===== src/rtl/act_out_drain.sv =====
// Purpose : drains a PE output-activation register file to the outbound NI as (index, value) words, then clears it.
// Latency : start in cycle 0 -> first read in cycle 1 -> first tx_valid in cycle 3; one word per cycle sustained.
// Backpr. : tx_ready low holds the FIFO head stable; reads stop while FIFO + inflight read hold 2 entries.
// Ports   : clk/rst (async active-low); start, num_act, skip_zero control a drain; busy/done report it;
//           out_act_read_* is the register-file read port (1-cycle read latency); out_act_clear wipes the file;
//           tx_valid/tx_ready/tx_data/tx_addr is the outbound handshake toward the router injection port.
module act_out_drain #(
   parameter int PE_IDX     = 0,
   parameter int DATA_WIDTH = 16,
   parameter int ACT_NO     = 16,
   parameter int ADDR_WIDTH = 4
) (
   input  logic                  clk,
   input  logic                  rst,
   input  logic                  start,
   input  logic [ADDR_WIDTH:0]   num_act,
   input  logic                  skip_zero,
   output logic                  busy,
   output logic                  done,
   output logic                  out_act_read_en,
   output logic [ADDR_WIDTH-1:0] out_act_read_addr,
   input  logic [DATA_WIDTH-1:0] out_act_read_data,
   output logic                  out_act_clear,
   output logic                  tx_valid,
   input  logic                  tx_ready,
   output logic [DATA_WIDTH-1:0] tx_data,
   output logic [ADDR_WIDTH-1:0] tx_addr
);

   // PE_IDX only identifies the instance in simulation logs; it is range-checked here with the address width.
   if (ADDR_WIDTH != $clog2(ACT_NO) || PE_IDX < 0) begin : g_bad_params
      $error("act_out_drain: inconsistent parameters");
   end

   typedef enum logic [1:0] {S_IDLE, S_READ, S_CLEAR} state_t;

   localparam logic [ADDR_WIDTH:0] ACT_NO_W = (ADDR_WIDTH+1)'(ACT_NO);

   state_t                  state_q, state_d;
   logic [ADDR_WIDTH:0]     rd_ptr_q;
   logic [ADDR_WIDTH:0]     n_q;
   logic [ADDR_WIDTH:0]     n_clamped;
   logic                    skip_q;
   logic                    inflight_q;
   logic [ADDR_WIDTH-1:0]   tag_q;

   // Two-entry output FIFO holding {index, value}.
   logic [DATA_WIDTH-1:0]   mem_data [2];
   logic [ADDR_WIDTH-1:0]   mem_addr [2];
   logic                    wr_sel_q, rd_sel_q;
   logic [1:0]              cnt_q;

   logic                    push, pop, credit, drain_empty;

   assign n_clamped = (num_act > ACT_NO_W) ? ACT_NO_W : num_act;

   assign tx_valid = (cnt_q != 2'd0);
   assign tx_data  = mem_data[rd_sel_q];
   assign tx_addr  = mem_addr[rd_sel_q];
   assign pop      = tx_valid & tx_ready;

   // A returning zero under skip_zero is dropped; its credit frees up simply because inflight clears.
   assign push = inflight_q & ~(skip_q & (out_act_read_data == '0));

   // Issue only if buffered + outstanding, after this cycle's pop, stays below the FIFO depth.
   assign credit = ({1'b0, cnt_q} + {2'b0, inflight_q}) < (3'd2 + {2'b0, pop});

   // With no read outstanding, nothing can be pushed this cycle, so a pop of the last entry empties it.
   assign drain_empty = !inflight_q && ((cnt_q == 2'd0) || ((cnt_q == 2'd1) && pop));

   assign out_act_read_addr = rd_ptr_q[ADDR_WIDTH-1:0];

   // ---------------- FSM: state register ----------------
   always_ff @(posedge clk or negedge rst) begin
      if (!rst) state_q <= S_IDLE;
      else      state_q <= state_d;
   end

   // ---------------- FSM: next state ----------------
   always_comb begin
      state_d = state_q;
      case (state_q)
         S_IDLE:  if (start) state_d = (n_clamped == '0) ? S_CLEAR : S_READ;
         S_READ:  if ((rd_ptr_q == n_q) && drain_empty) state_d = S_CLEAR;
         S_CLEAR: state_d = S_IDLE;
         default: state_d = S_IDLE;
      endcase
   end

   // ---------------- FSM: outputs ----------------
   always_comb begin
      busy            = (state_q != S_IDLE);
      done            = (state_q == S_CLEAR);
      out_act_clear   = (state_q == S_CLEAR);
      out_act_read_en = (state_q == S_READ) && (rd_ptr_q < n_q) && credit;
   end

   // ---------------- datapath ----------------
   always_ff @(posedge clk or negedge rst) begin
      if (!rst) begin
         rd_ptr_q   <= '0;
         n_q        <= '0;
         skip_q     <= 1'b0;
         inflight_q <= 1'b0;
         tag_q      <= '0;
         wr_sel_q   <= 1'b0;
         rd_sel_q   <= 1'b0;
         cnt_q      <= 2'd0;
         for (int i = 0; i < 2; i++) begin
            mem_data[i] <= '0;
            mem_addr[i] <= '0;
         end
      end else begin
         if ((state_q == S_IDLE) && start) begin
            n_q      <= n_clamped;
            skip_q   <= skip_zero;
            rd_ptr_q <= '0;
         end else if (out_act_read_en) begin
            rd_ptr_q <= rd_ptr_q + 1'b1;
         end

         inflight_q <= out_act_read_en;
         if (out_act_read_en) tag_q <= out_act_read_addr;

         if (push) begin
            mem_data[wr_sel_q] <= out_act_read_data;
            mem_addr[wr_sel_q] <= tag_q;
            wr_sel_q           <= ~wr_sel_q;
         end
         if (pop) rd_sel_q <= ~rd_sel_q;

         cnt_q <= cnt_q + {1'b0, push} - {1'b0, pop};
      end
   end

endmodule


===== config.mk =====
export PLATFORM = sky130hd
export DESIGN_NAME = act_out_drain
export DESIGN_NICKNAME = d
export VERILOG_FILES = /design/src/rtl/act_out_drain.sv
export SDC_FILE = /design/constraint.sdc
export NUM_CORES = 1
export LEC_CHECK = 0
export BUFFER_PORTS_ARGS = -buffer_cell sky130_fd_sc_hd__buf_2
export CORE_ASPECT_RATIO = 2
export CORE_MARGIN = 2
export CORE_UTILIZATION = 30
export DETAILED_ROUTE_END_ITERATION = 8
export PLACE_DENSITY_LB_ADDON = 0.1
export RECOVER_POWER = 100
export SLEW_MARGIN = 20
export SYNTH_ARGS = -nofsm -noshare
export SYNTH_HDL_FRONTEND = slang
export SYNTH_SLANG_ARGS = --single-unit

===== constraint.sdc =====
create_clock -name clk -period 3.9 [get_ports clk]
set_clock_uncertainty 0.15 [all_clocks]
set_input_delay 0.195 -clock clk [delete_from_list [all_inputs] [get_ports clk]]
set_output_delay 0.195 -clock clk [all_outputs]
set_load 0.02 [all_outputs]

==> flow_summary.ini, run 1 <==
[synthesis]
netlist_instances = 250
ys_seq_area_share_pct = 53.17
async_flop_share_pct = 100.0
yosysWarnings = 0
synth_nets = 286
postSynthAreaPerCell_um2 = 11.67
ys.flop_type = dfrtp_1
synth_area_um2 = 2918
ys_types = 36
ys_ff_latch = 62
synth_edf_count = 0

[sta]
slew_viol_final = 49
relSlewSlack_pct = -16.12
tightest_slew_ns = 1.730
timing.hold.ws_ns = 0.009333
hold_viol = 0
fin_crit_sh_pct = 78.14
setup_violations = 0
rsz0062_at_grt = no
layout_min_cycle_time_ns = 3.048
setup_tns_ns = 0
finalWorstSetupSlack_ns = 0.8523
fmax_mhz = 328.1

[worst_setup_path]
required_ns = 3.95
worstReg2RegEnd = mem_addr[6]
path_cells = dlygate4sd3_1 -> clkbuf_1 -> nor4_1 -> nand3_1 -> o21ai_1 -> mux2_2
crit_arrival_ns = 3.10
cpPeakStageDelay_ns = 1.33
crit_fanout = 21
critical_path_class = input pin to flip-flop
crit_slowest_cell = o21ai_1
r2r_slack_ns = 1.07
endpoint = mem_addr[6]
r2r_cells = 4
rr_startpoint = skip_q
crit_path_start_kind = input pin
crit_start = out_act_read_data[8]
endpoint_kind = flip-flop

[clock_network]
clock_sink_count = 62
h-tree-depth = 3
root_buffer = clkbuf_16
clk_latency_ns = 0.32
numCtsBuffers = 9
cts_tree = built
clk_path_buf_depth = 2
postCtsSetupRepairBufs = 0
path_clk_slew_ns = 0.05

[route]
drtIter0Drc = 132
detail-route-antenna-nets = 0
drc_errors = 0
routedWlPerCell_um = 15.64
vias = 2118
viasPerCell = 4.869
totalWireLength_um = 6803
first_pass_iters = 4

[layout]
final_nets = 360
synthToLayoutAreaGrowth_pct = 27.66
finalNonFillerCells = 435
final_common_cell = dfrtp_1
mostFrequentLayoutCells = 62 x dfrtp_1, 40 x nand2_1, 34 x clkbuf_1
final_util_pct = 38.92
antenna_cells = 0
drive_gt1_share_pct = 24.62
final_area_um2 = 3725

[die]
die-area_um2 = 10580
initial_core_util_pct = 30.48
die_w_um = 73.74
row_count = 51
pin_count = 55
core_area_um2 = 9572
die_h_um = 143.5

[placed_design]
dp.cells = 397
dpl-instance-area_um2 = 3252
dpl.hpwl_um = 4516
place.gp.congestion = 0.7974
portBuffers = 54
pre_cts_slack_ns = 1.582

[worst_hold_path]
hold_path.class = input pin to flip-flop

[global_route]
grt_max_degree = 38
grt_pass1_vias = 2258
antenna_found_initial = 0
grt.total_usage_pct = 14.24
grt_pass1_wl_um = 11300
overflow = 0

[pwr]
p_total_mw = 3.543
p_per_area_nw_per_um2 = 951.2
vdd_ir_drop_max_mv = 0.3798
cellLeakagePower_nw = 1.746

[status]
violations = max-capacitance violations, max-slew violations
outcome = finished with violations

[flow_run]
maxCapViolations = 2
==> synthesized netlist by cell type, types with 2 or more instances <==
cell | count | area, µm²
nand3b_1 | 4 | 30.03
and2b_2 | 2 | 17.52
o21ai_2 | 3 | 26.28
buf_4 | 7 | 52.55
a22o_1 | 24 | 210.2
nand2b_1 | 2 | 12.51
nand3_1 | 3 | 15.01
or3_1 | 2 | 12.51
buf_2 | 4 | 20.02
and2_1 | 2 | 12.51
clkbuf_1 | 5 | 18.77
dfrtp_1 | 62 | 1551
nor2_1 | 4 | 15.01
o21ai_0 | 11 | 55.05
inv_1 | 10 | 37.54
a21oi_1 | 3 | 15.01
nor4_1 | 2 | 12.51
xnor2_1 | 3 | 26.28
mux2_2 | 32 | 360.4
nand2_1 | 40 | 150.1
ha_1 | 10 | 125.1
==> cells by family (layout without fill, tap and decap cells) <==
logic type	count (synthesis)	after routing	synth area share (%)
fa+ha+maj	10	10	4.288
mux	33	33	12.69
buf+inv	27	106	4.546
simple gates	70	70	12.82
flops	62	62	53.17
compound gates	45	45	11.58
xor+xnor	3	3	0.9007
==> power breakdown <==
part / switching (mW) / internal [mW] / total (mW)
Sequential: 0.249 / 0.964 / 1.21
Combinational: 0.818 / 0.667 / 1.48
Clock: 0.271 / 0.575 / 0.845
Total: 1.34 / 2.21 / 3.54
==> area by class of cell <==
| type | instances | area (µm²) |
|---|---|---|
| clock inverters | 4 | 70.07 |
| inverters | 11 | 41.29 |
| well taps | 106 | 132.6 |
| multi-input cells | 161 | 1215 |
| clock buffers | 12 | 246.5 |
| repair buffers | 79 | 467.9 |
| fillers | 982 | 5847 |
| flip-flops and latches | 62 | 1551 |
==> flip-flops by register name, indices dropped and copies added (netlist names), 2 cells and up <==
| signal | count |
|---|---|
| rd_ptr_q | 5 |
| state_q | 2 |
| mem_addr | 8 |
| cnt_q | 2 |
| n_q | 5 |
| mem_data | 32 |
| tag_q | 4 |
==> how the worst min path moves through the flow <==
stage / start / to / slack [ns] / cells past startpoint
6_report: num_act[2] / n_q[2] / 0.009 / 3
3_5_place_dp: rst / mem_data[7] / 0.11 / 1
3_3_place_gp: rst / mem_data[23] / 0.09 / 1
2_1_floorplan: rst / cnt_q[0] / -0.25 / 0
5_1_grt: num_act[2] / n_q[2] / 0.02 / 3
4_1_cts: num_act[2] / n_q[2] / 0.002 / 3
==> critical path, delay by kind of cell <==
family,cells,cell delay (ns)
AO/OA/AOI/OAI,1,1.33
buffers and inverters,2,0.66
multiplexers,1,0.44
AND/OR/NAND/NOR,2,0.46
==> per-layer routing <==
| layer | part of all wire (%) | global-route usage [%] |
|---|---|---|
| met5 | 0 | 0 |
| met4 | 2.5 | 6.890 |
| met3 | 2.4 | 3.436 |
| met2 | 48 | 22.32 |
| met1 | 47 | 18.08 |
==> timing repair <==
| item | 4_1_cts | 5_1_grt |
|---|---|---|
| resized for setup | 0 | 0 |
| endpoints found under the hold margin | 60 | 0 |
| hold buffers | 22 | 0 |
Power figures use the tool's default switching activity.
==> run 2, diff against run 1 <==
==> constraint.sdc (replaced) <==
create_clock -name clk -period 2.6 [get_ports clk]
set_clock_uncertainty 0.15 [all_clocks]
set_input_delay 0.13 -clock clk [delete_from_list [all_inputs] [get_ports clk]]
set_output_delay 0.13 -clock clk [all_outputs]
set_load 0.02 [all_outputs]
==> flow_summary.ini, run 2 (synthesis gave the netlist of run 1 again) <==
[status]
outcome = complete, no violations

[die]
pin_count = 55
die_w_um = 73.74
core_area_um2 = 9572
row_count = 51
initial_core_util_pct = 30.48
die_h_um = 143.5
die-area_um2 = 10580

[layout]
multi_input_area_um2 = 1220
final_common_cell = dfrtp_1
largest_reg_flops = 32
final_nets = 373
finalNonFillerCells = 446
largestRegisters = mem_data (32), mem_addr (8)
register_area_um2 = 1551
regMostFlops = mem_data
drive_gt1_share_pct = 26.18
antenna_cells = 0
mostFrequentLayoutCells = 62 x dfrtp_1, 40 x nand2_1, 32 x mux2_2
synthToLayoutAreaGrowth_pct = 30.06
fill_cells = 953

[sta]
timing.hold.ws_ns = 0.3181
rsz0062_at_grt = no
tightest_slew_ns = 1.471
setup_tns_ns = 0
hold_viol = 0
finalWorstSetupSlack_ns = 0.2572
setup_violations = 0
fin_crit_sh_pct = 90.11
relSlewSlack_pct = 1.924
fmax_mhz = 426.8
layout_min_cycle_time_ns = 2.343
slew_viol_final = 0

[worst_hold_path]
worst_hold_path.num_cells = 2
hold_path.class = flip-flop to flip-flop

[clock_network]
clk_path_buf_depth = 2
cts_tree = built
clock_sink_count = 62
root_buffer = clkbuf_16
numCtsBuffers = 9
postCtsSetupRepairBufs = 0
path_clk_slew_ns = 0.05
clk_latency_ns = 0.33
cts_resized = 0
h-tree-depth = 3

[route]
routedWlPerCell_um = 16.02
viasPerCell = 4.890
detail-route-antenna-nets = 0
totalWireLength_um = 7144
drtIter0Drc = 74
drc_errors = 0
first_pass_iters = 4
vias = 2181

[global_route]
grt.total_usage_pct = 14.97
grt_pass1_vias = 2337
grt_pass1_wl_um = 11720
grt_max_degree = 28
antenna_found_initial = 0
overflow = 0

[worst_setup_path]
crit_fanout = 14
critical_path_class = flip-flop to output port
endpoint_kind = output port
required_ns = 2.32
crit_arrival_ns = 2.06
r2r_cells = 8
crit_path_start_kind = flip-flop

[flow_run]
maxCapViolations = 0

[placed_design]
dpl.hpwl_um = 4933
place.gp.congestion = 0.7770
pre_cts_slack_ns = 0.5179
dp.cells = 405
portBuffers = 54

[pwr]
cellLeakagePower_nw = 1.784
p_per_area_nw_per_um2 = 1399
vdd_ir_drop_max_mv = 0.5631
p_total_mw = 5.308
[run 2: cell types whose count changed in the layout (fill, tap and decap cells not counted), sizes merged]
| cell | previous run | this run |
|---|---|---|
| bufinv | 2 | 1 |
| clkinv | 2 | 3 |
| clkinvlp | 0 | 1 |
| dlygate4sd3 | 22 | 27 |
| buf | 24 | 31 |
| clkbuf | 45 | 43 |
[run 2: where the power goes]
group	switching [mW]	internal, mW	total (mW)
clock	0.417	0.724	1.14
combinational	1.31	1.07	2.38
sequential	0.339	1.45	1.79
[run 2: routing by layer]
metal  global-route usage, %  vias up  share of wire, %
met5                       0        -                 0
met4                   5.742        0               1.9
met3                   5.049        8               4.5
met2                   23.68       43                48
met1                   18.56     1082                45
li1                        -     1048                 -
[run 2: final cells by class]
cell class	instances	area share, %
Clock buffer	9	5.935
Clock inverter	5	1.385
Tap cell	106	3.495
Multi-Input combinational cell	161	32.15
Timing Repair Buffer	92	15.07
Inverter	11	1.088
Sequential cell	62	40.88
[run 2: path summary, 6_finish.rpt]
path,slack (ns),startpoint,end
worst min register to register,0.32,mem_data[13],mem_data[13]
worst min-delay path,0.32,mem_data[13],mem_data[13]
worst max register to register,0.49,skip_q,cnt_q[1]
min in group asynchronous,0.53,rst,mem_data[29]
max in group asynchronous,0.67,rst,rd_ptr_q[4]
worst max-delay path,0.26,rd_sel_q,tx_data[4]
[run 2: worst max-delay path, stage by stage (launching register included)]
cell	delay [ns]
dfrtp_1	0.81
clkbuf_2	0.37
mux2_2	0.38
clkbuf_1	0.17
[run 2: timing repair]
item                       CTS  global route
hold endpoints to repair    66             0
setup endpoints to repair    0             0
hold buffers                27             0
[run 2: stage by stage]
step	area (µm²)	utilization, %
floorplan	2918	-
global placement	3312	34.60
detailed placement	3312	34.60
CTS	3860	40.33
global route	3795	39.65
finish	3795	39.65
==> run 3, diff against run 2 <==
--- a/config.mk
+++ b/config.mk
@@ -5,11 +5,11 @@
 export SDC_FILE = /design/constraint.sdc
 export NUM_CORES = 1
 export LEC_CHECK = 0
-export BUFFER_PORTS_ARGS = -buffer_cell sky130_fd_sc_hd__buf_2
 export CORE_ASPECT_RATIO = 2
 export CORE_MARGIN = 2
 export CORE_UTILIZATION = 30
 export DETAILED_ROUTE_END_ITERATION = 8
+export DONT_BUFFER_PORTS = 1
 export PLACE_DENSITY_LB_ADDON = 0.1
 export RECOVER_POWER = 100
 export SLEW_MARGIN = 20
==> flow_summary.ini, run 3 (synthesis gave the netlist of run 1 again) <==
[sta]
relSlewSlack_pct = -3.286
fmax_mhz = 433.7
layout_min_cycle_time_ns = 2.306
rsz0062_at_grt = no
tightest_slew_ns = 1.549
setup_tns_ns = 0
setup_violations = 0
hold_viol = 0
slew_viol_final = 63
fin_crit_sh_pct = 88.67

[layout]
final_nets = 314
final_util_pct = 36.51
synthToLayoutAreaGrowth_pct = 19.77
antenna_cells = 0
final_common_cell = dfrtp_1
multi_input_area_um2 = 1222
largest_reg_flops = 32
mostFrequentLayoutCells = 62 x dfrtp_1, 40 x nand2_1, 26 x dlygate4sd3_1
fill_cells = 971
largestRegisters = mem_data (32), mem_addr (8)
drive_gt1_share_pct = 13.12
regMostFlops = mem_data
register_area_um2 = 1551

[route]
first_pass_iters = 4
drc_errors = 0
drtIter0Drc = 127
vias = 1970
viasPerCell = 5.077
detail-route-antenna-nets = 0
totalWireLength_um = 6906
routedWlPerCell_um = 17.80

[global_route]
antenna_found_initial = 0
grt_max_degree = 63
grt.total_usage_pct = 14.55
grt_pass1_vias = 2145
overflow = 0
grt_pass1_wl_um = 11330

[clock_network]
clk_path_buf_depth = 2
clk_latency_ns = 0.33
postCtsSetupRepairBufs = 0
numCtsBuffers = 9
clock_sink_count = 62
cts_resized = 0
cts_tree = built
h-tree-depth = 3
root_buffer = clkbuf_16
path_clk_slew_ns = 0.05

[die]
row_count = 51
die_h_um = 143.5
die_w_um = 73.74
initial_core_util_pct = 30.48
die-area_um2 = 10580
pin_count = 55
core_area_um2 = 9572

[worst_setup_path]
path_cells = clkbuf_1 -> mux2_1
cpPeakStageDelay_ns = 0.62
cp_top_family = flip-flops
crit_arrival_ns = 2.03
cp_num_buf_inv = 1
critical_path_class = flip-flop to output port
endpoint_kind = output port
crit_path_start_kind = flip-flop
crit_fanout = 11
required_ns = 2.32
crit_slowest_cell = dfrtp_1

[pwr]
cellLeakagePower_nw = 1.618
vdd_ir_drop_max_mv = 0.5577
p_per_area_nw_per_um2 = 1404

[status]
outcome = finished with violations
violations = max-capacitance violations, max-slew violations

[worst_hold_path]
hold_path.class = input pin to flip-flop

[placed_design]
portBuffers = 0
place.gp.congestion = 0.7009
dpl.hpwl_um = 4609

[flow_run]
maxCapViolations = 1
==> run 3: cell types whose count changed in the layout (fill, tap and decap cells not counted), moves of 4 or more <==
cell      previous run  this run
buf_4                6         2
mux2_1               0        19
clkbuf_1            31         7
buf_2               25         0
mux2_2              32        13
==> run 3: where the power goes <==
part	switching [mW]	total [mW]	internal (mW)	leakage [nW]
sequential	0.339	1.79	1.45	0.763
combinational	1.22	2.09	0.868	0.731
clock	0.393	1.03	0.635	0.123
==> run 3: layout make-up <==
class	instances	share of cell area, %
timing repair buffer	33	8.485
clock inverter	2	0.2864
sequential	62	44.40
tap	106	3.795
multi-input combinational	161	34.98
inverter	11	1.182
clock buffer	13	6.874
==> run 3: timing repair <==
item                                    4_1_cts  5_1_grt
endpoints found under the hold margin       103        0
endpoints found under the setup margin        0        0
hold buffers                                 27        0
==> run 3: through the flow <==
| step | power [mW] | std cells | hold slack (ns) | cell area, µm² | worst slack [ns] |
|---|---|---|---|---|---|
| finish | 4.905 | 388 | 0.0006450 | 3495 | 0.2945 |
| detailed placement | 3.973 | 346 | -0.3138 | 3008 | 0.4324 |
| global route | 5.307 | 388 | 0.03248 | 3495 | 0.1432 |
| global placement | 3.945 | 346 | -0.3137 | 3008 | 0.4613 |
| floorplan | 3.564 | 250 | -0.3156 | 2918 | 0.7042 |
| CTS | 5.104 | 388 | 0.0009281 | 3546 | 0.3768 |
==> run 3: path summary, 6_finish.rpt <==
| kind | slack, ns | start | depth (start not counted) | end |
|---|---|---|---|---|
| setup / recovery | 0.29 | rd_sel_q | 2 | tx_data[4] |
| hold / removal | 0.0006 | start | 2 | state_q[0] |
| setup reg to reg | 0.31 | rd_ptr_q[0] | 8 | rd_ptr_q[3] |
| hold reg to reg | 0.32 | state_q[1] | 1 | state_q[1] |
| max in group asynchronous | 0.78 | rst | 2 | n_q[2] |
| min in group asynchronous | 0.57 | rst | 2 | mem_data[23] |
==> run 3: routing by layer <==
metal | track usage (%) | share of wire, % | vias up
li1 | - | - | 929
met1 | 18.97 | 45 | 978
met2 | 21.62 | 48 | 51
met3 | 3.086 | 4.4 | 12
met4 | 8.900 | 2.9 | 0
met5 | 0 | 0 | -
